**config.mk**
```make
export PLATFORM = sky130hd
export DESIGN_NAME = jump_hazard_sequencer_flat
export DESIGN_NICKNAME = d
export VERILOG_FILES = /design/src/rtl/jump_hazard_sequencer_if.sv /design/src/rtl/jump_hazard_sequencer.sv /design/src/flat_wrapper.sv
export SDC_FILE = /design/constraint.sdc
export NUM_CORES = 1
export LEC_CHECK = 0
export ABC_CLOCK_PERIOD_IN_PS = 1450
export BUFFER_PORTS_ARGS = -buffer_cell sky130_fd_sc_hd__buf_2
export CORE_MARGIN = 5
export CORE_UTILIZATION = 30
export CTS_BUF_LIST = sky130_fd_sc_hd__clkbuf_2
export DETAILED_ROUTE_END_ITERATION = 7
export PLACE_DENSITY = 0.64
export SKIP_CTS_REPAIR_TIMING = 1
export SLEW_MARGIN = 15
export SYNTH_ARGS = -nofsm -noshare
export SYNTH_HDL_FRONTEND = slang
export SYNTH_SLANG_ARGS = --single-unit
```
**constraint.sdc**
```tcl
create_clock -name clk -period 1.45 [get_ports clk]
set_input_delay 0.145 -clock clk [delete_from_list [all_inputs] [get_ports clk]]
set_output_delay 0.145 -clock clk [all_outputs]
set_load 0.03 [all_outputs]
```
**src/rtl/jump_hazard_sequencer_if.sv**
```systemverilog
// Handshake bundle between hazard/decode logic and the jump sequencer.
// The master modport is the upstream pipeline side and the slave modport is the sequencer.
interface jump_hazard_sequencer_if #(
  parameter int unsigned ADDR_W = 16
);
  logic              stall;
  logic              jmp_req;
  logic [ADDR_W-1:0] jmp_target;
  logic              stall_out;
  logic              take_jmp;
  logic [ADDR_W-1:0] jmp_pc;
  logic              nop;
  logic              stall_jump;
  logic              busy;

  modport master (
    output stall, jmp_req, jmp_target,
    input  stall_out, take_jmp, jmp_pc, nop, stall_jump, busy
  );

  modport slave (
    input  stall, jmp_req, jmp_target,
    output stall_out, take_jmp, jmp_pc, nop, stall_jump, busy
  );
endinterface

```
**src/rtl/jump_hazard_sequencer.sv**
```systemverilog
// Sequences a jump through HOLD (load-use stall), TAKE, FLUSH bubbles and a release pulse.
// All outputs are Moore-decoded from the registered state.
module jump_hazard_sequencer #(
  parameter int unsigned ADDR_W       = 16,
  parameter int unsigned LU_STALL     = 1,
  parameter int unsigned FLUSH_DEPTH  = 0,
  parameter bit          JMP_NO_STALL = 1'b1
) (
  input logic                     clk,
  input logic                     rst,
  jump_hazard_sequencer_if.slave  bus
);

  typedef enum logic [2:0] {
    IDLE    = 3'd0,
    HOLD    = 3'd1,
    TAKE    = 3'd2,
    FLUSH   = 3'd3,
    RELEASE = 3'd4
  } state_t;

  state_t            state_q, state_d;
  logic [3:0]        cnt_q, cnt_d;
  logic [ADDR_W-1:0] jmp_pc_q, jmp_pc_d;

  always_ff @(posedge clk or negedge rst) begin
    if (!rst) begin
      state_q  <= IDLE;
      cnt_q    <= '0;
      jmp_pc_q <= '0;
    end else begin
      state_q  <= state_d;
      cnt_q    <= cnt_d;
      jmp_pc_q <= jmp_pc_d;
    end
  end

  always_comb begin
    state_d  = state_q;
    cnt_d    = cnt_q;
    jmp_pc_d = jmp_pc_q;
    case (state_q)
      IDLE: begin
        if (bus.jmp_req && bus.stall) begin
          state_d  = HOLD;
          cnt_d    = 4'(LU_STALL - 1);
          jmp_pc_d = bus.jmp_target;
        end else if (bus.jmp_req && JMP_NO_STALL) begin
          state_d  = TAKE;
          jmp_pc_d = bus.jmp_target;
        end
      end
      HOLD: begin
        if (cnt_q == '0) state_d = TAKE;
        else             cnt_d   = cnt_q - 4'd1;
      end
      TAKE: begin
        if (FLUSH_DEPTH > 0) begin
          state_d = FLUSH;
          cnt_d   = 4'(FLUSH_DEPTH - 1);
        end else begin
          state_d = RELEASE;
        end
      end
      FLUSH: begin
        if (cnt_q == '0) state_d = RELEASE;
        else             cnt_d   = cnt_q - 4'd1;
      end
      RELEASE: state_d = IDLE;
      // Unused encodings recover to IDLE; outputs decode to 0 below.
      default: begin
        state_d = IDLE;
        cnt_d   = '0;
      end
    endcase
  end

  logic stall_out_o, take_jmp_o, nop_o, stall_jump_o, busy_o;

  always_comb begin
    stall_out_o  = 1'b0;
    take_jmp_o   = 1'b0;
    nop_o        = 1'b0;
    stall_jump_o = 1'b0;
    busy_o       = 1'b0;
    case (state_q)
      HOLD: begin
        stall_out_o = 1'b1;
        busy_o      = 1'b1;
      end
      TAKE: begin
        take_jmp_o = 1'b1;
        nop_o      = 1'b1;
        busy_o     = 1'b1;
      end
      FLUSH: begin
        nop_o  = 1'b1;
        busy_o = 1'b1;
      end
      RELEASE: begin
        stall_jump_o = 1'b1;
        busy_o       = 1'b1;
      end
      default: ;
    endcase
  end

  assign bus.stall_out  = stall_out_o;
  assign bus.take_jmp   = take_jmp_o;
  assign bus.nop        = nop_o;
  assign bus.stall_jump = stall_jump_o;
  assign bus.busy       = busy_o;
  assign bus.jmp_pc     = jmp_pc_q;

endmodule

```
**src/flat_wrapper.sv**
```systemverilog
// flat-port wrapper written by rule: the top's interface ports become plain ports
module jump_hazard_sequencer_flat 
#(
  parameter int unsigned ADDR_W       = 16,
  parameter int unsigned LU_STALL     = 1,
  parameter int unsigned FLUSH_DEPTH  = 0,
  parameter bit          JMP_NO_STALL = 1'b1
)
  (clk, rst, bus_stall, bus_jmp_req, bus_jmp_target, bus_stall_out, bus_take_jmp, bus_jmp_pc, bus_nop, bus_stall_jump, bus_busy);
  jump_hazard_sequencer_if #(.ADDR_W(ADDR_W)) bus_i ();
  input logic clk;
  input logic rst;
  input wire logic [$bits(bus_i.stall)-1:0] bus_stall;
  input wire logic [$bits(bus_i.jmp_req)-1:0] bus_jmp_req;
  input wire logic [$bits(bus_i.jmp_target)-1:0] bus_jmp_target;
  output wire logic [$bits(bus_i.stall_out)-1:0] bus_stall_out;
  output wire logic [$bits(bus_i.take_jmp)-1:0] bus_take_jmp;
  output wire logic [$bits(bus_i.jmp_pc)-1:0] bus_jmp_pc;
  output wire logic [$bits(bus_i.nop)-1:0] bus_nop;
  output wire logic [$bits(bus_i.stall_jump)-1:0] bus_stall_jump;
  output wire logic [$bits(bus_i.busy)-1:0] bus_busy;
  assign bus_i.stall = bus_stall;
  assign bus_i.jmp_req = bus_jmp_req;
  assign bus_i.jmp_target = bus_jmp_target;
  assign bus_stall_out = bus_i.stall_out;
  assign bus_take_jmp = bus_i.take_jmp;
  assign bus_jmp_pc = bus_i.jmp_pc;
  assign bus_nop = bus_i.nop;
  assign bus_stall_jump = bus_i.stall_jump;
  assign bus_busy = bus_i.busy;
  jump_hazard_sequencer #(.ADDR_W(ADDR_W), .LU_STALL(LU_STALL), .FLUSH_DEPTH(FLUSH_DEPTH), .JMP_NO_STALL(JMP_NO_STALL)) u_core (.clk(clk), .rst(rst), .bus(bus_i));
endmodule
```
## Word level (Yosys, flattened, before mapping)

Cells that the tools add are included.

| word-level totals | value |
|---|---|
| bits in writable memories | 0 |
| register bits | 23 |
| word-level logic and storage cells | 40 |
| bits in latches | 0 |
| output and inout bits | 21 |
| memories | 0 |
| bits of input ports | 20 |
| bits in read-only memories | 0 |

| cells by class | value |
|---|---|
| shift operators | 0 |
| $add $sub $neg | 1 |
| multiplexer cells | 15 |
| reduce and logical (&&, ||, !) cells | 11 |
| magnitude comparators | 0 |
| div/mod/pow operators | 0 |
| multipliers | 0 |
| equality and inequality tests | 9 |
| bitwise gates (word level) | 1 |

Operator list:

| kind | count |
|---|---|
| 2-to-1 mux 16 bit | 2 |
| 2-to-1 mux 3 bit | 4 |
| one-hot mux 3 bit (4 select lines) | 1 |
| one-hot mux 4 bit (3 select lines) | 1 |
| 2-to-1 mux 4 bit | 2 |
| equality test 3 x 2 -> 1 bit (second input constant) | 2 |
| != test 2 x 1 -> 1 bit (second input constant) | 3 |
| AND reduction 3 bit | 2 |
| OR reduction 2 bit | 3 |
| 2-to-1 mux 1 bit | 5 |
| logical NOT 4 bit | 1 |
| OR reduction 4 bit | 1 |
| subtractor 4 x 1 -> 4 bit (second input constant) | 1 |
| equality test 3 x 1 -> 1 bit (second input constant) | 1 |
| equality test 3 bit (second input constant) | 1 |
| logical NOT 3 bit | 1 |
| != test 3 x 2 -> 1 bit (second input constant) | 1 |
| != test 2 bit (second input constant) | 1 |
| AND reduction 2 bit | 1 |
| nonzero test 2 bit | 1 |
| logical AND 1 bit | 1 |
| inverter 1 bit | 1 |

## Logic depth before layout (Yosys ltp)

| depth | value |
|---|---|
| depth after elaboration | 4 |
| depth in mapped cells | 5 |
| gate-level depth less buffers | 5 |

## Least setup slack after synthesis

No wires, ideal clock.

| timing path | value |
|---|---|
| path kind | register to output |
| start point | register u_core.state_q[2] |
| end point | output bus_take_jmp |
| buffers on the path | 1 |
| arrival time | 1.539 ns |
| stages on the path, launching flop included | 4 |
| slack | -0.234 ns |
| required time | 1.305 ns |
| path through | dfrtp_1 buf_2 nor2b_1 nor2b_1 |

| between the ends | value |
|---|---|
| longest elaborated chain between the ends | 2 |

RTL lines:

| item | line | text |
|---|---|---|
| start: declaration | jump_hazard_sequencer.sv:22 | `state_t state_q, state_d;` |
| start signal: assignment | jump_hazard_sequencer.sv:32 | `state_q <= state_d;` |
| equality test 3 x 2 -> 1 bit | jump_hazard_sequencer.sv:86 | `case (state_q)` |
| 2-to-1 mux 1 bit | jump_hazard_sequencer.sv:86 |  |
| end: declaration | flat_wrapper.sv:17 | `output wire logic [$bits(bus_i.take_jmp)-1:0] bus_take_jmp;` |

Every way passes these cells.

## Final worst setup path

| timing path | value |
|---|---|
| start point | register u_core.state_q[1] |
| end point | register u_core.jmp_pc_q[7] (netlist: u_core.bus.jmp_pc[7]) |

| between the ends | value |
|---|---|
| longest elaborated chain between the ends | 2 |

RTL lines:

| item | line | text |
|---|---|---|
| logical NOT 3 bit | jump_hazard_sequencer.sv:42 | `case (state_q)` |
| AND reduction 2 bit (no source line) | n/a |  |
| end signal: assignment | jump_hazard_sequencer.sv:34 | `jmp_pc_q <= jmp_pc_d;` |
| end: declaration | jump_hazard_sequencer.sv:24 | `logic [ADDR_W-1:0] jmp_pc_q, jmp_pc_d;` |

Every way passes these cells.
A chain may end at the register's enable or synchronous reset.

==> metrics <==
width of the die=around 70 microns; largest family of logic cells by synthesized area=multiplexers; die area=0.00490 sq mm; ANT cells=0; mux contribution to synthesized area=23.1%; Synth Area in Simple Gates=10.4%; unrepaired setup endpoints after global routing=true; placed insts=166; compound-gate portion of the synthesized area=6.60%; Cell Rows=21; number of placed I/O pins=41; actual transition at the worst max-transition pin=0.512 ns; Die Y=approximately 70 microns; Post-synth top flop=dfrtp_1; CTS Buf Count=3; CTS root buffer=clkbuf_2; worst path required time=approximately 1.7 ns; Final Critical Period=1.54 ns; DRC Markers=0; max-cap violations=0; Reg2Reg Setup Slack=-0.09 ns; CTS H-tree lvls=1; PwrDens=2140 mW/mm^2; first-pass detailed-route iteration total=4; Finished Layout Cells=roughly 180; Max Clock Skew=0.00865 ns; gp weighted congestion=0.677; total grt overflow=0; first-pass GRT wire length=3.72 mm; Crit path arrival time=around 1.8 ns; Clock Path Buffers=2; Synth area leaders=dfrtp_1 (53%), mux2_4 (14%), mux2_2 (7.3%); pin count of the biggest net entering global routing=24; crit-path max FO=8; Crit Reg-Reg Endpoint=u_core.bus.jmp_pc[7]$_DFFE_PN0P_; Final ANT Viol Nets=0; proportion of layout cells with a drive suffix above 1=66.4%; detailed placement HPWL=1.68 mm; Slew Viols, Final=0; Setup WS pre-CTS=-0.0121 ns; final hold slack=0.0311 ns; routed len/inst=13.4 microns; violated checks=setup timing; vias per cell=~4.5; syn_area_per_cell=14.0 sq um; final setup fails=21; IO buf count=40; Clock Latency Late Sink=0.32 ns; CP Launch Type=flop; Pleak=0.767 nW; CORE AREA=0.00342 sq mm; Layout Utilization=45.9%; final worst path period share=107%; worst-case reg-to-reg path depth=5; Total Routing Usage GR=9.10%; via count=789; Post-DP Area=0.00138 sq mm; final instance area=0.00157 sq mm; Multi-input gate area=about 540 sq um; register cell area after layout=576 sq um; clock slew at reported path FFs=around 0.21 ns; synthesized instance count=between 70 and 80; Worst VDD drop=0.00106 V; Synth Cell Area=0.00108 sq mm; Area Growth Syn to Fin=45.3%; CTS Sinks=23; Final nets=153; Fin. Hold Viols=0; WHS Path Cells=2; Post-synth ARST share=100%; Yosys reg bits=23; fillcell total=303; Synth Area in Adders=1.16%; Initial Utilization=a little under a third; Ys Warns=0; Iteration-0 DRC Markers=18; Synth Area in XOR/XNOR=0.811%; status=complete, but fails checks; hold wc startpoint=bus_jmp_target[1]; Hold Path Sink=u_core.bus.jmp_pc[1]$_DFFE_PN0P_; CTS tree=yes; total power=3.36 mW; initial antenna violation count=0; min-delay worst type=input pin to flop; worst setup margin=-0.0947 ns; Post-synth EDFFs=0; crit path kind=flop to flop; RR Startpoint=u_core.state_q[1]$_DFFE_PN0P_; Slew headroom=65.9%; Post-Route Setup TNS=-1.47 ns; Peak Freq=around 650 MHz; Worst Setup End Kind=flop; area leader, netlist=dfrtp_1; syn_nets=98; routed wire length=2.38 mm; register area share after synthesis=53.3%; Cell variety after synth=25; Synth top area share=a little over half; number of global-route vias before repair=843
==> per-layer routing <==
metal	wire (microns)	GRT usage [%]	share of wire [%]
met4	34	3.83	1.4
met2	1180	15.5	50
met3	137	1.72	5.8
met1	1030	11.2	43
met5	0	0	0
==> area by class of cell <==
| type | instances | area share, % |
|---|---|---|
| Sequential cell | 23 | 36.7 |
| Tap cell | 46 | 3.67 |
| Timing Repair Buffer | 54 | 23.8 |
| Clock buffer | 4 | 1.28 |
| Multi-Input combinational cell | 48 | 34.1 |
| Inverter | 2 | 0.478 |
==> critical path: stages (launching register included) <==
cell	delay [ns]
dfrtp_1	0.44
buf_6	0.12
nor4b_4	0.25
buf_4	0.19
clkbuf_16	0.17
mux2_4	0.29
==> report_power, final <==
part	internal, mW	switching (mW)	total, mW
logic	0.951	1.10	2.06
clock network	0.0730	0.183	0.256
registers	0.899	0.148	1.05
==> placed cells by master, fill, tap and decap left out, types with 2 or more instances in the layout <==
cell type and count:
buf_4 9, o2bb2ai_1 2, mux2_2 5, nor3_1 2
a21oi_1 2, nor2_1 3, inv_2 2, buf_2 35
nor2b_4 2, and2_1 2, mux2_4 12, buf_6 6
mux2i_1 2, clkbuf_2 4, dfrtp_1 23
==> sequential cells by signal, indices dropped and copies added (netlist names) <==
register	flops
u_core.cnt_q	4
u_core.bus.jmp_pc	16
u_core.state_q	3
==> synthesized netlist by cell type (2+ instances only) <==
| library cell | n |
|---|---|
| a21oi_1 | 2 |
| and2_1 | 2 |
| buf_6 | 2 |
| dfrtp_1 | 23 |
| inv_1 | 2 |
| mux2_2 | 7 |
| mux2_4 | 10 |
| mux2i_1 | 2 |
| nand2b_1 | 2 |
| nor2_1 | 5 |
| nor2b_1 | 3 |
| nor3_1 | 2 |
| o2bb2ai_1 | 3 |
==> cells by family after synthesis <==
family                     count (synthesis)
xor gates and xnor gates                   1
buffers and inverters                      6
and+or+nand+nor                           18
AOI/OAI and AO/OA                          9
muxes                                     19
DFF                                       23
adders and majority gates                  1
==> worst max path at each step <==
stage	from	end	slack [ns]	cells past startpoint
after detailed placement	u_core.cnt_q[1]$_DFFE_PN0P_	u_core.cnt_q[1]$_DFFE_PN0P_	-0.01	5
after global placement	u_core.state_q[1]$_DFFE_PN0P_	u_core.bus.jmp_pc[14]$_DFFE_PN0P_	0.04	3
after CTS	u_core.state_q[2]$_DFFE_PN0P_	bus_stall_out	-0.23	4
after floorplan	u_core.state_q[1]$_DFFE_PN0P_	u_core.bus.jmp_pc[0]$_DFFE_PN0P_	-0.13	4
final	u_core.state_q[1]$_DFFE_PN0P_	u_core.bus.jmp_pc[7]$_DFFE_PN0P_	-0.09	5
after global routing	u_core.state_q[1]$_DFFE_PN0P_	u_core.bus.jmp_pc[14]$_DFFE_PN0P_	-0.15	5
Power figures use the tool's default switching activity.
